<file path="src/rtl/wb_write_arbiter.sv">
// Register-file write-port arbiter: ALU results take the port unconditionally, MDU results
// are buffered in a small in-order FIFO, and a busy scoreboard tracks pending MDU destinations.
module wb_write_arbiter #(
    parameter int DEPTH = 4,
    parameter int XLEN  = 32
) (
    input  logic            clk,
    input  logic            reset,
    input  logic            alu_valid,
    input  logic [4:0]      alu_rd,
    input  logic [XLEN-1:0] alu_data,
    input  logic            mdu_valid,
    input  logic [4:0]      mdu_rd,
    input  logic [XLEN-1:0] mdu_data,
    output logic            mdu_ready,
    input  logic            issue_valid,
    input  logic [4:0]      issue_rd,
    input  logic [4:0]      chk_a1,
    input  logic [4:0]      chk_a2,
    output logic            busy1,
    output logic            busy2,
    output logic            issue_busy,
    output logic            rf_we,
    output logic [4:0]      rf_a3,
    output logic [XLEN-1:0] rf_wd3,
    output logic            err_waw
);

    localparam int PW = $clog2(DEPTH);
    localparam logic [PW:0] FULL = (PW+1)'(DEPTH);

    logic [4:0]      q_rd   [DEPTH];
    logic [XLEN-1:0] q_data [DEPTH];
    logic [PW-1:0]   wptr, rptr;
    logic [PW:0]     count;
    logic [31:0]     busy, busy_next;
    logic            err_q;

    logic            fifo_empty, hs, sel_fifo, sel_direct, mdu_sel;
    logic            enq, deq, clr_en, set_en, issue_busy_int, waw_hit;
    logic [4:0]      mdu_sel_rd;
    logic [XLEN-1:0] mdu_sel_data;

    // mdu_ready depends only on the occupancy register, never on mdu_valid.
    assign mdu_ready = reset && (count < FULL);

    always_comb begin
        fifo_empty   = (count == '0);
        hs           = mdu_valid && mdu_ready;
        sel_fifo     = !alu_valid && !fifo_empty;
        sel_direct   = !alu_valid && fifo_empty && hs;
        mdu_sel      = sel_fifo || sel_direct;
        mdu_sel_rd   = sel_fifo ? q_rd[rptr]   : mdu_rd;
        mdu_sel_data = sel_fifo ? q_data[rptr] : mdu_data;
        enq          = hs && !sel_direct;
        deq          = sel_fifo;
        clr_en       = mdu_sel && (mdu_sel_rd != 5'd0);
        issue_busy_int = busy[issue_rd] && !(clr_en && (mdu_sel_rd == issue_rd));
        set_en       = issue_valid && (issue_rd != 5'd0) && !issue_busy_int;
        waw_hit      = (issue_valid && issue_busy_int) ||
                       (alu_valid && (alu_rd != 5'd0) && busy[alu_rd]);
    end

    // A set of the same register wins over a same-cycle clear.
    always_comb begin
        busy_next = busy;
        if (clr_en)
            busy_next[mdu_sel_rd] = 1'b0;
        if (set_en)
            busy_next[issue_rd] = 1'b1;
        busy_next[0] = 1'b0;
    end

    always_comb begin
        rf_we  = 1'b0;
        rf_a3  = 5'd0;
        rf_wd3 = '0;
        if (reset) begin
            if (alu_valid) begin
                rf_we  = (alu_rd != 5'd0);
                rf_a3  = alu_rd;
                rf_wd3 = alu_data;
            end else if (mdu_sel) begin
                rf_we  = (mdu_sel_rd != 5'd0);
                rf_a3  = mdu_sel_rd;
                rf_wd3 = mdu_sel_data;
            end
        end
    end

    assign busy1      = busy[chk_a1];
    assign busy2      = busy[chk_a2];
    assign issue_busy = issue_busy_int;
    assign err_waw    = err_q;

    always_ff @(posedge clk or negedge reset) begin
        if (!reset) begin
            wptr  <= '0;
            rptr  <= '0;
            count <= '0;
            busy  <= '0;
            err_q <= 1'b0;
        end else begin
            if (enq)
                wptr <= wptr + 1'b1;
            if (deq)
                rptr <= rptr + 1'b1;
            case ({enq, deq})
                2'b10:   count <= count + 1'b1;
                2'b01:   count <= count - 1'b1;
                default: count <= count;
            endcase
            busy  <= busy_next;
            err_q <= err_q | waw_hit;
        end
    end

    // Storage needs no reset; emptiness is tracked entirely by count.
    always_ff @(posedge clk) begin
        if (enq) begin
            q_rd[wptr]   <= mdu_rd;
            q_data[wptr] <= mdu_data;
        end
    end

endmodule

</file>
<file path="config.mk">
export PLATFORM = sky130hd
export DESIGN_NAME = wb_write_arbiter
export DESIGN_NICKNAME = d
export VERILOG_FILES = /design/src/rtl/wb_write_arbiter.sv
export SDC_FILE = /design/constraint.sdc
export NUM_CORES = 1
export LEC_CHECK = 0
export CORE_MARGIN = 1
export CORE_UTILIZATION = 45
export CTS_CLUSTER_SIZE = 30
export DETAILED_ROUTE_END_ITERATION = 16
export PLACE_DENSITY_LB_ADDON = 0.05
export SYNTH_ARGS = -nofsm -noshare
export SYNTH_HDL_FRONTEND = slang
export SYNTH_SLANG_ARGS = --single-unit
</file>
<file path="constraint.sdc">
create_clock -name clk -period 3.1 [get_ports clk]
set_input_delay 0.62 -clock clk [delete_from_list [all_inputs] [get_ports clk]]
set_output_delay 0.62 -clock clk [all_outputs]
set_load 0.05 [all_outputs]
</file>
==> results of run 1 <==
timing repair:
item                       in CTS  in global routing
pin swaps                       8                  9
hold buffers                    0                  0
gates resized for setup        30                 27
hold endpoints to repair        0                  0
cloned                          3                  0
buffers inserted                8                  6
setup endpoints to repair      37                 40
registers in the layout, summed over array words and instances (netlist names):
name,count
wptr,2
err_waw,1
count,3
busy,31
q_data,128
rptr,2
q_rd,20
final cells by class:
class	instances	area, um^2	share of cell area
clock inverter	14	174	0.0134
sequential	187	5420	0.419
inverter	12	45.0	0.00348
clock buffer	18	429	0.0332
multi-input combinational	430	3890	0.301
timing repair buffer	221	2630	0.203
tap	270	338	0.0261
per-stage QoR:
step	instances	hold slack, ns
after detailed placement	1103	0.468
final	1152	0.199
after floorplan	675	0.324
after CTS	1146	0.193
after global placement	1103	0.467
after global routing	1152	0.203
logic make-up (layout without fill, tap and decap cells):
logic type | count (synthesis) | count (layout) | synth area share
AO/OA/AOI/OAI | 178 | 178 | 0.116
multiplexers | 79 | 79 | 0.178
buffers and inverters | 58 | 265 | 0.0241
adder cells (fa/ha/maj) | 6 | 6 | 0.00878
flip-flops | 187 | 187 | 0.577
XOR/XNOR | 10 | 10 | 0.00932
AND/OR/NAND/NOR | 157 | 157 | 0.0870
path summary, 6_finish.rpt:
check                      startpoint  slack [ns]  depth (start not counted)         end
max                           rptr[0]       -0.18                          7  issue_busy
min reg2reg                   err_waw        0.48                          1     err_waw
max reg2reg                   rptr[0]        0.31                         10    busy[12]
min in group clk              err_waw        0.48                          1     err_waw
min                             reset        0.20                          2     wptr[1]
max in group asynchronous       reset        1.98                          3     rptr[0]
power by group:
part	leakage [uW]	internal [uW]	switching, uW	total, uW
clock	0.000293	1160	1040	2200
sequential	0.00181	3120	486	3600
combinational	0.00256	2280	2070	4340
placed cells by master (no fill, tap or decap), types with 5 or more instances in the layout:
master                            count
sky130_fd_sc_hd__inv_1               11
sky130_fd_sc_hd__nand2_1             56
sky130_fd_sc_hd__mux4_2              70
sky130_fd_sc_hd__o21ai_0            103
sky130_fd_sc_hd__clkdlybuf4s50_1     87
sky130_fd_sc_hd__mux2_2               5
sky130_fd_sc_hd__edfxtp_1           148
sky130_fd_sc_hd__clkbuf_16           18
sky130_fd_sc_hd__nand2b_1             7
sky130_fd_sc_hd__ha_1                 5
sky130_fd_sc_hd__a22oi_1             28
sky130_fd_sc_hd__inv_6                6
sky130_fd_sc_hd__nor3b_1              6
sky130_fd_sc_hd__buf_4               65
sky130_fd_sc_hd__dfrtp_1             37
sky130_fd_sc_hd__and2_1              32
sky130_fd_sc_hd__nor3_1              12
sky130_fd_sc_hd__a21oi_1             10
sky130_fd_sc_hd__a22oi_2              7
sky130_fd_sc_hd__buf_12              51
sky130_fd_sc_hd__nand3_1              6
sky130_fd_sc_hd__buf_6                6
layer usage:
layer	up-vias	routed length [um]	track usage
li1	3055	-	-
met1	3457	10600	0.333
met2	310	12600	0.410
met3	59	1880	0.0469
met4	0	772	0.105
met5	-	0	0
==> reports/qor_table.md, run 1 <==
| Item | Reported | Unit |
|---|---|---|
| Total count of max-transition violations in the final report | 0 | - |
| Summed area of non-filler cells in the final layout | 12,900 | um^2 |
| Total routing usage reported by global routing | 0.252 | - |
| Place WS | -0.229 | ns |
| Ys flop type | sky130_fd_sc_hd__edfxtp_1 | - |
| Reported max-cap violation count | 0 | - |
| Utilization after layout | 0.635 | - |
| Fill count | 1,518 | - |
| P_leak | 0.00466 | uW |
| Inserted Clock Buffers | 17 | - |
| Total DRC errors in the routed layout | 0 | - |
| Latest clock arrival within the worst-skew pair | 0.43 | ns |
| Placed cell area | 11,900 | um^2 |
| Biggest fanout along the worst timing path | 6 | - |
| Setup ws final | -0.181 | ns |
| Vertical extent of the die | 147 | um |
| Area Growth Syn to Fin | 37.6 | % |
| Routed wire length | 25.9 | mm |
| Initial cell density of the core | 0.462 | - |
| Crit path max-delay family | compound AO/OA/AOI/OAI gates | - |
| Worst min-delay path category | in2async | - |
| Worst Skew | 0.0134 | ns |
| List of cells traversed by the critical path | buf_12 > mux4_2 > a22oi_2 > a31oi_2 > a2111oi_4 > a31oi_4 > buf_6 | - |
| Area of the mapped netlist | 9400 | um^2 |
| Net count of the mapped netlist | 775 | - |
| Failing checks | setup timing | - |
| Final number of hold-violating endpoints | 0 | - |
| Area share of the largest cell type after synthesis | 0.473 | - |
| Post-DP HPWL | 17.6 | mm |
| IR Drop Worst-Case VDD | 445 | uV |
| Number of enable flip-flop cells after synthesis | 148 | - |
| Cells after synthesis | 675 | - |
| Register clock-pin slew on the reported worst setup and hold paths | 0.08 | ns |
| Nets | 969 | - |
| Post-route total power | 10,100 | uW |
| Die footprint | 21,500 | um^2 |
| Buffers plus inverters on the worst setup path | 2 | - |
| Number of detailed-routing iterations run before antenna repair | 7 | - |
| Slowest cell on the critical path | sky130_fd_sc_hd__mux4_2 | - |
| Clk root buf | sky130_fd_sc_hd__clkbuf_16 | - |
| Sequential cell area fraction in the yosys report | 0.577 | - |
| Remaining Overflow, GRT | 0 | - |
| Synthesized area per cell | 13.9 | um^2 |
| TritonCTS sink count | 187 | - |
| Biggest area contributors in the synthesized netlist | sky130_fd_sc_hd__edfxtp_1 47%, sky130_fd_sc_hd__mux4_2 17%, sky130_fd_sc_hd__dfrtp_1 10%, sky130_fd_sc_hd__o21ai_0 5.5%, sky130_fd_sc_hd__a22oi_1 2.7% | - |
| Clock tree from TritonCTS | yes | - |
| Antenna violations before repair | 0 | - |
| Number of violations reported at the end of detailed-routing iteration 0 | 534 | - |
| Setup repair after global routing missed its margin | true | - |
| Maximum clock frequency | 305 | MHz |
| Antenna diode instance count | 0 | - |
| Synth cell types | 50 | - |
| Std cell rows | 52 | - |
| Worst stage delay on the critical path | 0.58 | ns |
| Run status | finished, violations left | - |
| Synthesis Warnings | 0 | - |
| Proportion of register bits with asynchronous set or reset after synthesis | 0.209 | - |
| Post-route fraction of the period consumed by the critical path | 1.06 | - |
| Cell type with the largest total area after synthesis | sky130_fd_sc_hd__edfxtp_1 | - |
| Floorplan core area | 20,400 | um^2 |
| Synthesis-stage register bit count | 187 | - |
| Total setup violations reported at the end of the flow | 9 | - |
| Commonest cells in the netlist | 148 x sky130_fd_sc_hd__edfxtp_1, 103 x sky130_fd_sc_hd__o21ai_0, 70 x sky130_fd_sc_hd__mux4_2 | - |
| Most common cell in the netlist | sky130_fd_sc_hd__edfxtp_1 | - |
| Type of destination of the critical path | output pin | - |
| Worst setup path category | reg2out | - |
| Number of buffers added on ports | 136 | - |
| Data arrival at the endpoint of the critical path | 2.66 | ns |
| Maximum number of pins on one net before global-route repair | 62 | - |
| Final GP Congestion | 0.961 | - |
| Number of vias after detailed routing | 6,881 | - |
| Die outline width | 147 | um |
| Critical Path Start Type | register | - |
| Drt via density | 5.97 | - |
| Number of primary I/O pins | 137 | - |
| Maximum root-to-sink buffer count | 2 | - |
| Number of global-route vias before repair | 7,145 | - |
| Global-route wire length before repair | 40.6 | mm |
| Required time of the worst setup path | 2.48 | ns |
| Power per cell area | 785 | nW/um^2 |
| Max-slew headroom at the worst pin | 0.217 | - |
| Routed length per instance | 22.5 | um |
| Tightest Pin Transition | 1.16 | ns |
| Final antenna-violating net count | 0 | - |
| H-tree depth reported by CTS | 4 | - |
| Share of post-route cells with drive strength above 1 | 0.308 | - |
| Fin crit period | 3.28 | ns |
| Setup TNS | -0.759 | ns |
Power figures use the tool's default switching activity.
==> inputs of run 2 (changes only) <==
--- a/config.mk
+++ b/config.mk
@@ -5,7 +5,7 @@
 export SDC_FILE = /design/constraint.sdc
 export NUM_CORES = 1
 export LEC_CHECK = 0
-export CORE_MARGIN = 1
+export CORE_MARGIN = 5
 export CORE_UTILIZATION = 45
 export CTS_CLUSTER_SIZE = 30
 export DETAILED_ROUTE_END_ITERATION = 16
==> reports/qor_table.md, run 2 (synthesis results as in run 1) <==
| Item | Reported | Unit | vs previous |
|---|---|---|---|
| Run status | finished, violations left | - |  |
| Failing checks | setup timing | - |  |
| Antenna violations before repair | 0 | - | unchanged |
| Total count of max-transition violations in the final report | 0 | - | unchanged |
| Total routing usage reported by global routing | 0.225 | - | -0.0270 |
| Place WS | -0.231 | ns | -0.00111 ns |
| Inst Count DP | 1,105 | - | +0.18% |
| Worst R2R Start | rptr[0] | - |  |
| Final antenna-violating net count | 0 | - | unchanged |
| Internal portion of total power | 6570 | uW | +0.34% |
| Critical Path Start Type | register | - |  |
| Switching portion of total power | 0.357 | - | +0.00314 |
| Fin crit period | 3.21 | ns | -0.0707 ns |
| Slack of the worst reg-to-reg path | 0.38 | ns | +0.07 ns |
| Clk root buf | sky130_fd_sc_hd__clkbuf_16 | - |  |
| Total setup violations reported at the end of the flow | 3 | - | -6 |
| Crit path max-delay family | simple AND/OR/NAND/NOR gates | - |  |
| Worst stage delay on the critical path | 0.55 | ns | -0.03 ns |
| Switching power | 3660 | uW | +1.7% |
| Number of primary I/O pins | 137 | - | unchanged |
| Slowest cell on the critical path | sky130_fd_sc_hd__mux4_2 | - |  |
| Power per cell area | 779 | nW/um^2 | -0.72% |
| Critical Path Source | rptr[0] | - |  |
| Tightest Pin Transition | 1.25 | ns | +0.0918 ns |
| Routed wire length | 26.4 | mm | +2.0% |
| Number of global-route vias before repair | 7,223 | - | +1.1% |
| Maximum number of pins on one net before global-route repair | 46 | - | -26% |
| Nets | 979 | - | +1.0% |
| Type of destination of the critical path | output pin | - |  |
| Max reg flops | 128 | - | unchanged |
| Combinational Power Share | 0.440 | - | +0.012 |
| Reported max-cap violation count | 0 | - | unchanged |
| Post-route total power | 10,200 | uW | +0.83% |
| Latest clock arrival within the worst-skew pair | 0.44 | ns | about the same |
| Post-DP HPWL | 18.1 | mm | +2.7% |
| Worst setup path category | reg2out | - |  |
| Area Growth Syn to Fin | 39.7 | % |  |
| Clock network fraction of total power | 0.209 | - | -0.008 |
| Worst Skew | 0.0143 | ns | +0.000951 ns |
| Register clock-pin slew on the reported worst setup and hold paths | 0.07 | ns | about the same |
| Number of vias after detailed routing | 6,795 | - | -1.2% |
| Final GP Congestion | 0.897 | - | -6.7% |
| Buffers plus inverters on the worst setup path | 1 | - | -1 |
| Worst min-delay path category | in2async | - |  |
| Die outline width | 155 | um | +5.5% |
| Initial cell density of the core | 0.460 | - | -0.00147 |
| H-tree depth reported by CTS | 4 | - | unchanged |
| Floorplan core area | 20,400 | um^2 | +0.32% |
| Antenna diode instance count | 0 | - | unchanged |
| Data arrival at the endpoint of the critical path | 2.59 | ns | -0.07 ns |
| Utilization after layout | 0.643 | - | +0.00784 |
| Number of buffers added on ports | 136 | - | unchanged |
| P_leak | 0.00473 | uW | +1.5% |
| Number of violations reported at the end of detailed-routing iteration 0 | 489 | - | -8.4% |
| Required time of the worst setup path | 2.48 | ns | about the same |
| Std cell rows | 52 | - | unchanged |
| TritonCTS sink count | 187 | - | unchanged |
| Maximum root-to-sink buffer count | 2 | - | unchanged |
| IR Drop Worst-Case VDD | 459 | uV | +3.0% |
| List of cells traversed by the critical path | mux4_2 > or4_4 > o31ai_4 > nand2_2 > a31oi_4 > buf_6 | - |  |
| Total DRC errors in the routed layout | 0 | - | unchanged |
| Drt via density | 5.85 | - | -2.1% |
| Most common cell after layout, fill and taps aside | sky130_fd_sc_hd__edfxtp_1 | - |  |
| Highest-count cells in the layout ignoring fill and taps | 148 x sky130_fd_sc_hd__edfxtp_1, 95 x sky130_fd_sc_hd__o21ai_0, 87 x sky130_fd_sc_hd__clkdlybuf4s50_1 | - |  |
| Routed length per instance | 22.7 | um | +1.1% |
| Flop pwr share | 0.352 | - | -0.003 |
| Worst flop-to-flop path endpoint | busy[5] | - |  |
| Final number of hold-violating endpoints | 0 | - | unchanged |
| Vertical extent of the die | 155 | um | +5.5% |
| Global-route wire length before repair | 41.5 | mm | +2.0% |
| Remaining Overflow, GRT | 0 | - | unchanged |
| Die footprint | 23,900 | um^2 | +11% |
| Number of detailed-routing iterations run before antenna repair | 6 | - | -1 |
| Post-route fraction of the period consumed by the critical path | 1.04 | - | -0.0228 |
| Maximum clock frequency | 312 | MHz | +2.2% |
| Setup repair after global routing missed its margin | true | - |  |
| Max-slew headroom at the worst pin | 0.155 | - | -0.0619 |
| Inserted Clock Buffers | 17 | - | unchanged |
| Hold slack final | 0.341 | ns | +0.142 ns |
| Biggest fanout along the worst timing path | 5 | - | -1 |
| Share of post-route cells with drive strength above 1 | 0.341 | - | +0.0324 |
| Cells on worst reg2reg path | 10 | - | unchanged |
| Fin cells | 1,162 | - | +0.87% |
| Clock tree from TritonCTS | yes | - |  |
| Largest regs | q_data: 128 flops, busy: 31 flops, q_rd: 20 flops | - |  |
| Most flop-heavy register | q_data | - |  |
| Setup ws final | -0.110 | ns | +0.0707 ns |
-- run 2: cell count changes in the layout (fill, tap and decap cells not counted), sizes merged --
cell          before  now
bufinv             1    0
buf              127  137
dlymetal6s2s       0    1
clkinv             5    6
dlygate4sd2        4    2
clkinvlp           0    1
bufbuf             2    1
clkbuf            19   20
-- run 2: routing by layer --
layer  vias up  GRT usage  wire length (um)
met3        34     0.0500              1820
met1      3415      0.298             10900
met4         0     0.0614               396
li1       3074          -                 -
met5         -          0                 0
met2       272      0.378             13300
-- run 2: through the flow --
| stage | cell area, um^2 | TNS [ns] |
|---|---|---|
| 5_1_grt | 13100 | -1.73 |
| 6_report | 13100 | -0.183 |
| 2_1_floorplan | 9410 | 0 |
| 4_1_cts | 12800 | -0.953 |
| 3_3_place_gp | 12000 | -0.598 |
| 3_5_place_dp | 12000 | -0.756 |
-- run 2: power groups by stage --
stage / Sequential [uW] / Combinational, uW / Clock (uW)
after floorplan: 3380 / 2560 / 0
after global placement: 3650 / 3810 / 0
after detailed placement: 3670 / 3870 / 0
after CTS: 3600 / 4250 / 2170
after global routing: 3630 / 4840 / 2300
final: 3600 / 4500 / 2130
-- run 2: repair_timing --
item                                    4_1_cts  5_1_grt
buffers inserted                             12        8
endpoints found under the setup margin       31       37
pin swaps                                    10        0
gates resized for setup                      28       61
hold buffers                                  0        0
cloned                                        3        2
-- run 2: worst max-delay path by stage --
stage               depth (start not counted)          to  slack (ns)
floorplan                                   7  issue_busy        0.01
global placement                            6       busy1       -0.21
detailed placement                          8  issue_busy       -0.23
CTS                                         7  issue_busy       -0.12
global route                                6  issue_busy       -0.25
finish                                      6  issue_busy       -0.11
-- run 2: area by class of cell --
cell class	count	area [um^2]
timing repair buffer	231	2760
inverter	12	48.8
clock buffer	17	425
clock inverter	15	165
tap	270	338
fill	1545	7300
sequential	187	5420
multi-input combinational	430	3970
